`src/rtl/cpu_pkg.sv`:
```
// rtl/cpu_pkg.sv - shared CPU constants: widths, opcodes, field positions, decode bundle
// Contents: XLEN/NREG_W, OP_* opcodes, instruction field bit positions,
//           dec_t decode bundle, sign-extension helpers.
package cpu_pkg;

  localparam int XLEN   = 16;
  localparam int NREG_W = 3;

  localparam logic [3:0] OP_ADD  = 4'h0;
  localparam logic [3:0] OP_SUB  = 4'h1;
  localparam logic [3:0] OP_AND  = 4'h2;
  localparam logic [3:0] OP_OR   = 4'h3;
  localparam logic [3:0] OP_XOR  = 4'h4;
  localparam logic [3:0] OP_SLL  = 4'h5;
  localparam logic [3:0] OP_SRL  = 4'h6;
  localparam logic [3:0] OP_ADDI = 4'h7;
  localparam logic [3:0] OP_LW   = 4'h8;
  localparam logic [3:0] OP_SW   = 4'h9;
  localparam logic [3:0] OP_BEQ  = 4'hA;
  localparam logic [3:0] OP_BNE  = 4'hB;
  localparam logic [3:0] OP_JMP  = 4'hC;
  localparam logic [3:0] OP_LUI  = 4'hD;
  localparam logic [3:0] OP_NOP  = 4'hE;
  localparam logic [3:0] OP_HALT = 4'hF;

  // Register fields: A=[11:9], B=[8:6], C=[5:3]
  localparam int OP_MSB = 15;
  localparam int OP_LSB = 12;
  localparam int RA_MSB = 11;
  localparam int RA_LSB = 9;
  localparam int RB_MSB = 8;
  localparam int RB_LSB = 6;
  localparam int RC_MSB = 5;
  localparam int RC_LSB = 3;

  typedef struct packed {
    logic [NREG_W-1:0] rd;
    logic [NREG_W-1:0] rs1;
    logic [NREG_W-1:0] rs2;
    logic [XLEN-1:0]   imm;
    logic [3:0]        alu_op;
    logic              reg_write;
    logic              mem_read;
    logic              mem_write;
    logic              branch;
    logic              jump;
    logic              halt;
    logic              uses_rs1;
    logic              uses_rs2;
  } dec_t;

  function automatic logic [XLEN-1:0] sext6(input logic [5:0] v);
    return {{(XLEN-6){v[5]}}, v};
  endfunction

  function automatic logic [XLEN-1:0] sext12(input logic [11:0] v);
    return {{(XLEN-12){v[11]}}, v};
  endfunction

endpackage

```
`src/rtl/id_decoder.sv`:
```
// rtl/id_decoder.sv - combinational instruction decoder
// Ports: instr (in)  instruction word held in the IF/ID register
//        dec   (out) register indices, immediate, ungated control signals,
//                    uses_rs1/uses_rs2 for the hazard unit
module id_decoder (
  input  logic [cpu_pkg::XLEN-1:0] instr,
  output cpu_pkg::dec_t            dec
);
  import cpu_pkg::*;

  logic [3:0] op;
  assign op = instr[OP_MSB:OP_LSB];

  always_comb begin
    dec        = '0;
    dec.alu_op = op;
    case (op)
      OP_ADD, OP_SUB, OP_AND, OP_OR, OP_XOR, OP_SLL, OP_SRL: begin
        dec.rd        = instr[RA_MSB:RA_LSB];
        dec.rs1       = instr[RB_MSB:RB_LSB];
        dec.rs2       = instr[RC_MSB:RC_LSB];
        dec.reg_write = 1'b1;
        dec.uses_rs1  = 1'b1;
        dec.uses_rs2  = 1'b1;
      end
      OP_ADDI, OP_LW: begin
        dec.rd        = instr[RA_MSB:RA_LSB];
        dec.rs1       = instr[RB_MSB:RB_LSB];
        dec.imm       = sext6(instr[5:0]);
        dec.reg_write = 1'b1;
        dec.mem_read  = (op == OP_LW);
        dec.uses_rs1  = 1'b1;
      end
      OP_SW: begin
        // base comes from field B, store data from field A
        dec.rs1       = instr[RB_MSB:RB_LSB];
        dec.rs2       = instr[RA_MSB:RA_LSB];
        dec.imm       = sext6(instr[5:0]);
        dec.mem_write = 1'b1;
        dec.uses_rs1  = 1'b1;
        dec.uses_rs2  = 1'b1;
      end
      OP_BEQ, OP_BNE: begin
        dec.rs1      = instr[RA_MSB:RA_LSB];
        dec.rs2      = instr[RB_MSB:RB_LSB];
        dec.imm      = sext6(instr[5:0]);
        dec.branch   = 1'b1;
        dec.uses_rs1 = 1'b1;
        dec.uses_rs2 = 1'b1;
      end
      OP_JMP: begin
        dec.imm  = sext12(instr[11:0]);
        dec.jump = 1'b1;
      end
      OP_LUI: begin
        dec.rd        = instr[RA_MSB:RA_LSB];
        dec.imm       = {instr[8:0], 7'b0};
        dec.reg_write = 1'b1;
      end
      OP_HALT: begin
        dec.halt = 1'b1;
      end
      default: begin
        // NOP: nothing beyond the defaults
      end
    endcase
  end

endmodule

```
`src/rtl/id_stage.sv`:
```
// rtl/id_stage.sv - decode stage: IF/ID register, wrong-path kill and load-use hazard unit
// Optional feature macro: ID_STALL_CNT_EN (load-use stall-cycle counter on stall_cnt;
//   without it stall_cnt is tied to 0).
// Ports: clk, rst (async active-low); if_pc/if_instr from fetch and sync imem;
//        branch_taken, ex_valid, ex_mem_read, ex_rd from EX;
//        stall_if to fetch; id_* decoded instruction for EX; stall_cnt.
module id_stage #(
  parameter int XLEN   = cpu_pkg::XLEN,
  parameter int NREG_W = cpu_pkg::NREG_W
) (
  input  logic              clk,
  input  logic              rst,
  input  logic [XLEN-1:0]   if_pc,
  input  logic [XLEN-1:0]   if_instr,
  input  logic              branch_taken,
  input  logic              ex_valid,
  input  logic              ex_mem_read,
  input  logic [NREG_W-1:0] ex_rd,
  output logic              stall_if,
  output logic              id_valid,
  output logic [XLEN-1:0]   id_pc,
  output logic [NREG_W-1:0] id_rd,
  output logic [NREG_W-1:0] id_rs1,
  output logic [NREG_W-1:0] id_rs2,
  output logic [XLEN-1:0]   id_imm,
  output logic [3:0]        id_alu_op,
  output logic              id_reg_write,
  output logic              id_mem_read,
  output logic              id_mem_write,
  output logic              id_branch,
  output logic              id_jump,
  output logic              id_halt,
  output logic [15:0]       stall_cnt
);
  import cpu_pkg::*;

  logic [XLEN-1:0] pc_d;      // PC matching the word imem presents this cycle
  logic [XLEN-1:0] ir_instr;
  logic [XLEN-1:0] ir_pc;
  logic            ir_valid;
  logic            kill;      // drop the wrong-path word already inside imem
  dec_t            dec;

  id_decoder u_dec (
    .instr (ir_instr),
    .dec   (dec)
  );

  always_ff @(posedge clk or negedge rst) begin
    if (!rst) begin
      pc_d     <= '0;
      ir_instr <= '0;
      ir_pc    <= '0;
      ir_valid <= 1'b0;
      kill     <= 1'b0;
    end else begin
      if (!stall_if) pc_d <= if_pc;
      if (branch_taken) begin
        ir_valid <= 1'b0;
        kill     <= 1'b1;
      end else if (!stall_if) begin
        ir_instr <= if_instr;
        ir_pc    <= pc_d;
        ir_valid <= ~kill;
        kill     <= 1'b0;
      end
    end
  end

  logic rs1_hit, rs2_hit;
  assign rs1_hit = dec.uses_rs1 && (dec.rs1 == ex_rd);
  assign rs2_hit = dec.uses_rs2 && (dec.rs2 == ex_rd);

  // A redirect discards the decode word anyway, so it must never stall fetch.
  assign stall_if = ir_valid && ex_valid && ex_mem_read && (ex_rd != '0)
                    && (rs1_hit || rs2_hit) && !branch_taken;
  assign id_valid = ir_valid && !stall_if && !branch_taken;

  assign id_pc        = ir_pc;
  assign id_rd        = dec.rd;
  assign id_rs1       = dec.rs1;
  assign id_rs2       = dec.rs2;
  assign id_imm       = dec.imm;
  assign id_alu_op    = dec.alu_op;
  assign id_reg_write = dec.reg_write && id_valid;
  assign id_mem_read  = dec.mem_read  && id_valid;
  assign id_mem_write = dec.mem_write && id_valid;
  assign id_branch    = dec.branch    && id_valid;
  assign id_jump      = dec.jump      && id_valid;
  assign id_halt      = dec.halt      && id_valid;

`ifdef ID_STALL_CNT_EN
  logic [15:0] stall_cnt_q;
  always_ff @(posedge clk or negedge rst) begin
    if (!rst) begin
      stall_cnt_q <= '0;
    end else if (stall_if && (stall_cnt_q != 16'hFFFF)) begin
      stall_cnt_q <= stall_cnt_q + 16'd1;
    end
  end
  assign stall_cnt = stall_cnt_q;
`else
  assign stall_cnt = 16'd0;
`endif

endmodule

```
`config.mk`:
```
export PLATFORM = sky130hd
export DESIGN_NAME = id_stage
export DESIGN_NICKNAME = d
export VERILOG_FILES = /design/src/rtl/cpu_pkg.sv /design/src/rtl/id_decoder.sv /design/src/rtl/id_stage.sv
export SDC_FILE = /design/constraint.sdc
export NUM_CORES = 1
export LEC_CHECK = 0
export ABC_AREA = 1
export CAP_MARGIN = 20
export CORE_AREA = 2 2 90 92
export CTS_BUF_LIST = sky130_fd_sc_hd__clkbuf_2
export DETAILED_ROUTE_END_ITERATION = 12
export DIE_AREA = 0 0 92 94
export GPL_ROUTABILITY_DRIVEN = 0
export GPL_TIMING_DRIVEN = 1
export PLACE_DENSITY = 0.76
export SLEW_MARGIN = 20
export SYNTH_ARGS = -nofsm -noshare
export SYNTH_HDL_FRONTEND = slang
export SYNTH_SLANG_ARGS = --single-unit
```
`constraint.sdc`:
```
create_clock -name clk -period 2.5 [get_ports clk]
set_clock_uncertainty 0.15 [all_clocks]
set_input_delay 0.5 -clock clk [delete_from_list [all_inputs] [get_ports clk]]
set_output_delay 0.5 -clock clk [all_outputs]
set_load 0.03 [all_outputs]
```
# Word level (Yosys, flattened, before mapping)
# Index checks and enable logic that the tools add are counted.
# totals
regBits	50
wordCells	70
# classes
eq_ne	17
n_mux	16
n_reduce_logical	29
bitwise	3
# op_table
operator	count
one-hot mux 16 bit (3 select lines)	1
OR reduction 10 bit	3
== test 4 bit (second input constant)	7
== test 4 x 3 -> 1 bit (second input constant)	4
logical AND 1 bit	15
two-way mux 1 bit	12
OR reduction 12 bit	1
one-hot mux 3 bit (3 select lines)	1
== test 4 x 2 -> 1 bit (second input constant)	2
OR reduction 7 bit	1
== test 3 bit	2
one-hot mux 3 bit (2 select lines)	1
OR reduction 5 bit	1
== test 4 x 1 -> 1 bit (second input constant)	1
zero test 4 bit	1
OR reduction 2 bit	2
two-way mux 3 bit	1
inverter 1 bit	3
nonzero test 3 bit	1
zero test 1 bit	2
!= test 2 bit (second input constant)	1
AND reduction 2 bit	1
logical OR 1 bit	1

# Depth between registers and ports, before layout
# depth
ltp_word	12
mapped_depth	17

# Cells and area by module
# Synthesis repeated with hierarchy kept, for this count alone.
# unflattened
hier_cells	401
hier_area_um2	2864.0
# modules_own_cells
module	area_per_inst_um2	n_inst	cells_per_inst
id_stage	2348.5	1	283
id_decoder	515.5	1	118

# Least setup slack after synthesis
# Ideal clock, no wire load.
# synth_timing
path_kind	register to output
startpoint	register ir_instr[15]
endpoint	output id_branch
slack_ps	-485
t_arrival_ps	2335
n_path_buf	1
stages_incl_launch_ff	14
cell_sequence	dfrtp_1 clkbuf_2 inv_2 nor2_4 nand2_2 o21ai_1 nand2_1 nand2_1 nor2_1 nand2_1 nand2_4 nand2_4 nand3_2 nor2_1
# synth_via
elab_chain_cells	12
# synth_rtl
element	line	source
start: declaration	id_stage.sv:38	logic [XLEN-1:0] ir_instr;
start signal: assignment	id_stage.sv:62	ir_instr <= if_instr;
== test 4 x 1 -> 1 bit, or another cell as far along	id_decoder.sv:17	case (op)
OR reduction 10 bit (no line) or OR reduction 2 bit (tied branches)	n/a	
one-hot mux 3 bit (2 select lines) (*)	id_decoder.sv:17	
via id_rs1[1]	id_stage.sv:23	output logic [NREG_W-1:0] id_rs1,
== test 3 bit (*)	id_stage.sv:71	assign rs1_hit = dec.uses_rs1 && (dec.rs1 == ex_rd);
logical AND 1 bit (*)	id_stage.sv:71	
logical OR 1 bit (*)	id_stage.sv:76	&& (rs1_hit || rs2_hit) && !branch_taken;
logical AND 1 bit (*) (2 in a row)	id_stage.sv:76	
zero test 1 bit (*)	id_stage.sv:77	assign id_valid = ir_valid && !stall_if && !branch_taken;
logical AND 1 bit (*) (2 in a row)	id_stage.sv:77	
logical AND 1 bit (*)	id_stage.sv:88	assign id_branch = dec.branch && id_valid;
end: declaration	id_stage.sv:30	output logic id_branch,
# Mark *: on every way through the listed nets, which the timed path passes. The rest lies on a longest branch.

# Worst setup path after layout
# layout_timing
startpoint	register ir_instr[14]
endpoint	output id_mem_write
# layout_via
elab_chain_cells	12
# layout_rtl
element	line	source
== test 4 x 1 -> 1 bit, or another cell as far along	id_decoder.sv:17	
OR reduction 10 bit (no line), or another cell as far along	n/a	
one-hot mux 3 bit (2 select lines) or one-hot mux 3 bit (3 select lines) (tied branches)	id_decoder.sv:17	
== test 3 bit, on equally long branches	id_stage.sv:71, id_stage.sv:72	
logical AND 1 bit, on equally long branches	id_stage.sv:71, id_stage.sv:72	
logical OR 1 bit	id_stage.sv:76	
logical AND 1 bit (2 in a row)	id_stage.sv:76	
zero test 1 bit	id_stage.sv:77	
logical AND 1 bit (2 in a row)	id_stage.sv:77	
logical AND 1 bit (*)	id_stage.sv:87	assign id_mem_write = dec.mem_write && id_valid;
end: declaration	id_stage.sv:29	output logic id_mem_write,
# Mark *: on every way between the ends. The rest lies on a longest branch, timed or not.

==> impl_metrics.env <==
export IMPL_setup_viol=27
export IMPL_p_leak_nw=2.18
export IMPL_grt_ovfl_total=0
export IMPL_syn_area_mm2=0.00276
export IMPL_max_cap_violations=0
export IMPL_cts_root_buf="clkbuf_2"
export IMPL_clk_pin_slew_ns=0.26
export IMPL_wirelength_mm=8.25
export IMPL_grt_use_total_pct=19.3
export IMPL_synth_top_cell_by_area="dfrtp_1"
export IMPL_rsz0062_at_grt="true"
export IMPL_tritoncts="yes"
export IMPL_num_vias=2893
export IMPL_syn2layout_area_growth_pct=55.8
export IMPL_portBuffers=92
export IMPL_pwr_share_seq_pct=42.8
export IMPL_r2r_slack_ns=0.07
export IMPL_fillers=680
export IMPL_rows=32
export IMPL_post_synth_top_area_fraction_pct=45.3
export IMPL_final_common_cell="nand2_1"
export IMPL_dr_pass1_iters=4
export IMPL_drcViolationCount=0
export IMPL_crit_type="reg -> out"
export IMPL_p_int_mw=1.33
export IMPL_dieArea_mm2=0.00865
export IMPL_ys_top_cells_by_area="dfrtp_1, nand2_1, nand3_1, buf_4, nor2_1"
export IMPL_switching_share_pct=39.5
export IMPL_drive_gt1_share_pct=29.7
export IMPL_status="finished with violations"
export IMPL_die_w_um=92
export IMPL_fin_cells=603
export IMPL_start_util_pct=36.3
export IMPL_grt_max_degree=51
export IMPL_dp_cells=577
export IMPL_syn_area_per_cell_um2=7.48
export IMPL_tightestPinTransition_ns=0.648
export IMPL_start_kind="register"
export IMPL_peakVddDrop_uv=335
export IMPL_boundaryPins=109
export IMPL_yosysSeqAreaShare_pct=45.3
export IMPL_core_area_mm2=0.00761
export IMPL_setup_ws_ns=-0.569
export IMPL_post_route_util_pct=56.5
export IMPL_dieHeight_um=94
export IMPL_final_max_slew_viol_count=0
export IMPL_clk_insertion_delay_late_ns=0.45
export IMPL_first_global_vias=2817
export IMPL_failed_checks="negative setup slack"
export IMPL_ys_types=29
export IMPL_finalCritPeriodShare_pct=123
export IMPL_diodes=0
export IMPL_p_per_area_mw_per_mm2=510
export IMPL_drt_iter0_drc=83
export IMPL_grt_pass1_wl_mm=13.2
export IMPL_place_ws_ns=-0.148
export IMPL_timing_fmax_mhz=326
export IMPL_synth_ff_latch_count=50
export IMPL_clkSinkCount=50
export IMPL_tns_ns=-9.72
export IMPL_final_cell_mix="nand2_1, buf_4, clkdlybuf4s50_1"
export IMPL_yosys_warnings=0
export IMPL_crit_arrival_ns=2.42
export IMPL_nets=540
export IMPL_worstPathRequired_ns=1.85
export IMPL_hpwl_mm=5.65
export IMPL_hold_path_class="reg -> reg"
export IMPL_via_per_inst=4.80
export IMPL_comb_power_share_pct=40.5
export IMPL_drtAntennaViolNets=0
export IMPL_postSynthCellCount=369
export IMPL_hold_violations=0
export IMPL_end_kind="output pin"
export IMPL_htree_levels=2
export IMPL_grt_antenna_before_repair=0
export IMPL_clockPowerShare_pct=16.7
export IMPL_avgRoutedWirePerCell_um=13.7
export IMPL_worstPathMaxFanout=6
export IMPL_clockBufferDepth=2
export IMPL_post_route_min_period_ns=3.07
export IMPL_slew_headroom_pct=56.8
export IMPL_holdWs_ns=0.304
export IMPL_power_net_switching_uw=868
export IMPL_cts_buffers=5
Yosys cell counts:
| cell type | number |
|---|---|
| buf_6 | 2 |
| nand2_4 | 3 |
| nand2_2 | 1 |
| dfrtp_1 | 50 |
| nand3_4 | 1 |
| o31ai_1 | 1 |
| buf_2 | 6 |
| o221ai_1 | 4 |
| nand4_1 | 16 |
| o21ai_2 | 2 |
| o21ai_1 | 2 |
| conb_1 | 1 |
| nor2_1 | 35 |
| inv_1 | 30 |
| o211ai_1 | 1 |
| nand3_2 | 1 |
| inv_2 | 3 |
| clkbuf_2 | 1 |
| buf_4 | 21 |
| clkinv_1 | 1 |
| o21ai_0 | 8 |
| and2_1 | 1 |
| xor2_1 | 1 |
| nor2_4 | 1 |
| nand2_1 | 126 |
| a21oi_2 | 1 |
| a21oi_1 | 2 |
| clkbuf_1 | 6 |
| nand3_1 | 41 |
power groups by stage:
stage                     Clock, mW  Sequential, mW  Combinational, mW
after CTS                     0.380           0.935              0.848
after global routing          0.417           0.947              0.950
after detailed placement          0           0.946              0.792
after global placement            0           0.944              0.778
after floorplan                   0           0.984              0.427
final                         0.367           0.938              0.889
path summary, 6_finish.rpt:
check / startpoint / depth (start not counted) / end
min in group asynchronous: rst / 3 / pc_d[13]$_DFFE_PN0N_
setup reg to reg: ir_instr[14]$_DFFE_PN0P_ / 13 / id_pc[0]$_DFFE_PN0P_
max in group asynchronous: rst / 3 / ir_instr[12]$_DFFE_PN0P_
hold / removal: kill$_DFFE_PN0P_ / 1 / ir_valid$_DFFE_PN0P_
setup / recovery: ir_instr[14]$_DFFE_PN0P_ / 12 / id_mem_write
hold reg to reg: kill$_DFFE_PN0P_ / 1 / ir_valid$_DFFE_PN0P_
routing by layer:
layer | up-vias | GRT usage [%] | routed length [um]
li1 | 1404 | - | -
met1 | 1356 | 22.2 | 3330
met2 | 116 | 35.2 | 4260
met3 | 17 | 3.69 | 453
met4 | 0 | 7.84 | 194
met5 | - | 0 | 0
what timing repair did:
item | CTS | global route
endpoints found under the hold margin | 50 | 0
hold buffers | 1 | 0
pin swaps | 12 | 14
setup endpoints to repair | 38 | 65
buffers inserted | 15 | 3
resized for setup | 73 | 31
registers in the layout (all words and copies together), names as in the netlist:
register and cells:
ir_instr 16, kill 1, pc_d 16, id_pc 16
ir_valid 1
worst max-delay path, cell delays in order (launching register included):
cell and delay (ns):
dfrtp_2 0.53, nor2_4 0.22, nand2_4 0.11, o21ai_4 0.15, xor2_1 0.18, nor2_1 0.06
nand2_1 0.10, nand2_4 0.06, nand2_4 0.06, nand3_4 0.10, buf_12 0.17, nor2_4 0.10
buf_6 0.13
cells by family (layout without fill, tap and decap cells):
family	count (synthesis)	after routing	share of synthesized area, %
simple gates	226	226	36.0
xor+xnor	1	1	0.317
flops	50	50	45.3
compound gates	21	21	4.94
buf+inv	70	187	13.2
other cells	1	16	0.136
metrics by stage:
stage               cell area, um^2  power (mW)
floorplan                      2920        1.41
global placement               3920        1.72
detailed placement             3920        1.74
CTS                            4200        2.16
global route                   4300        2.31
finish                         4300        2.19
layout make-up:
cell class	count	area [um^2]	share of cell area, %
tap	102	128	2.97
timing repair buffer	145	1330	30.8
multi-input combinational	264	1400	32.6
inverter	34	140	3.26
sequential	50	1260	29.2
clock buffer	5	25.0	0.582
clock inverter	3	26.3	0.611
Power figures use the tool's default switching activity.
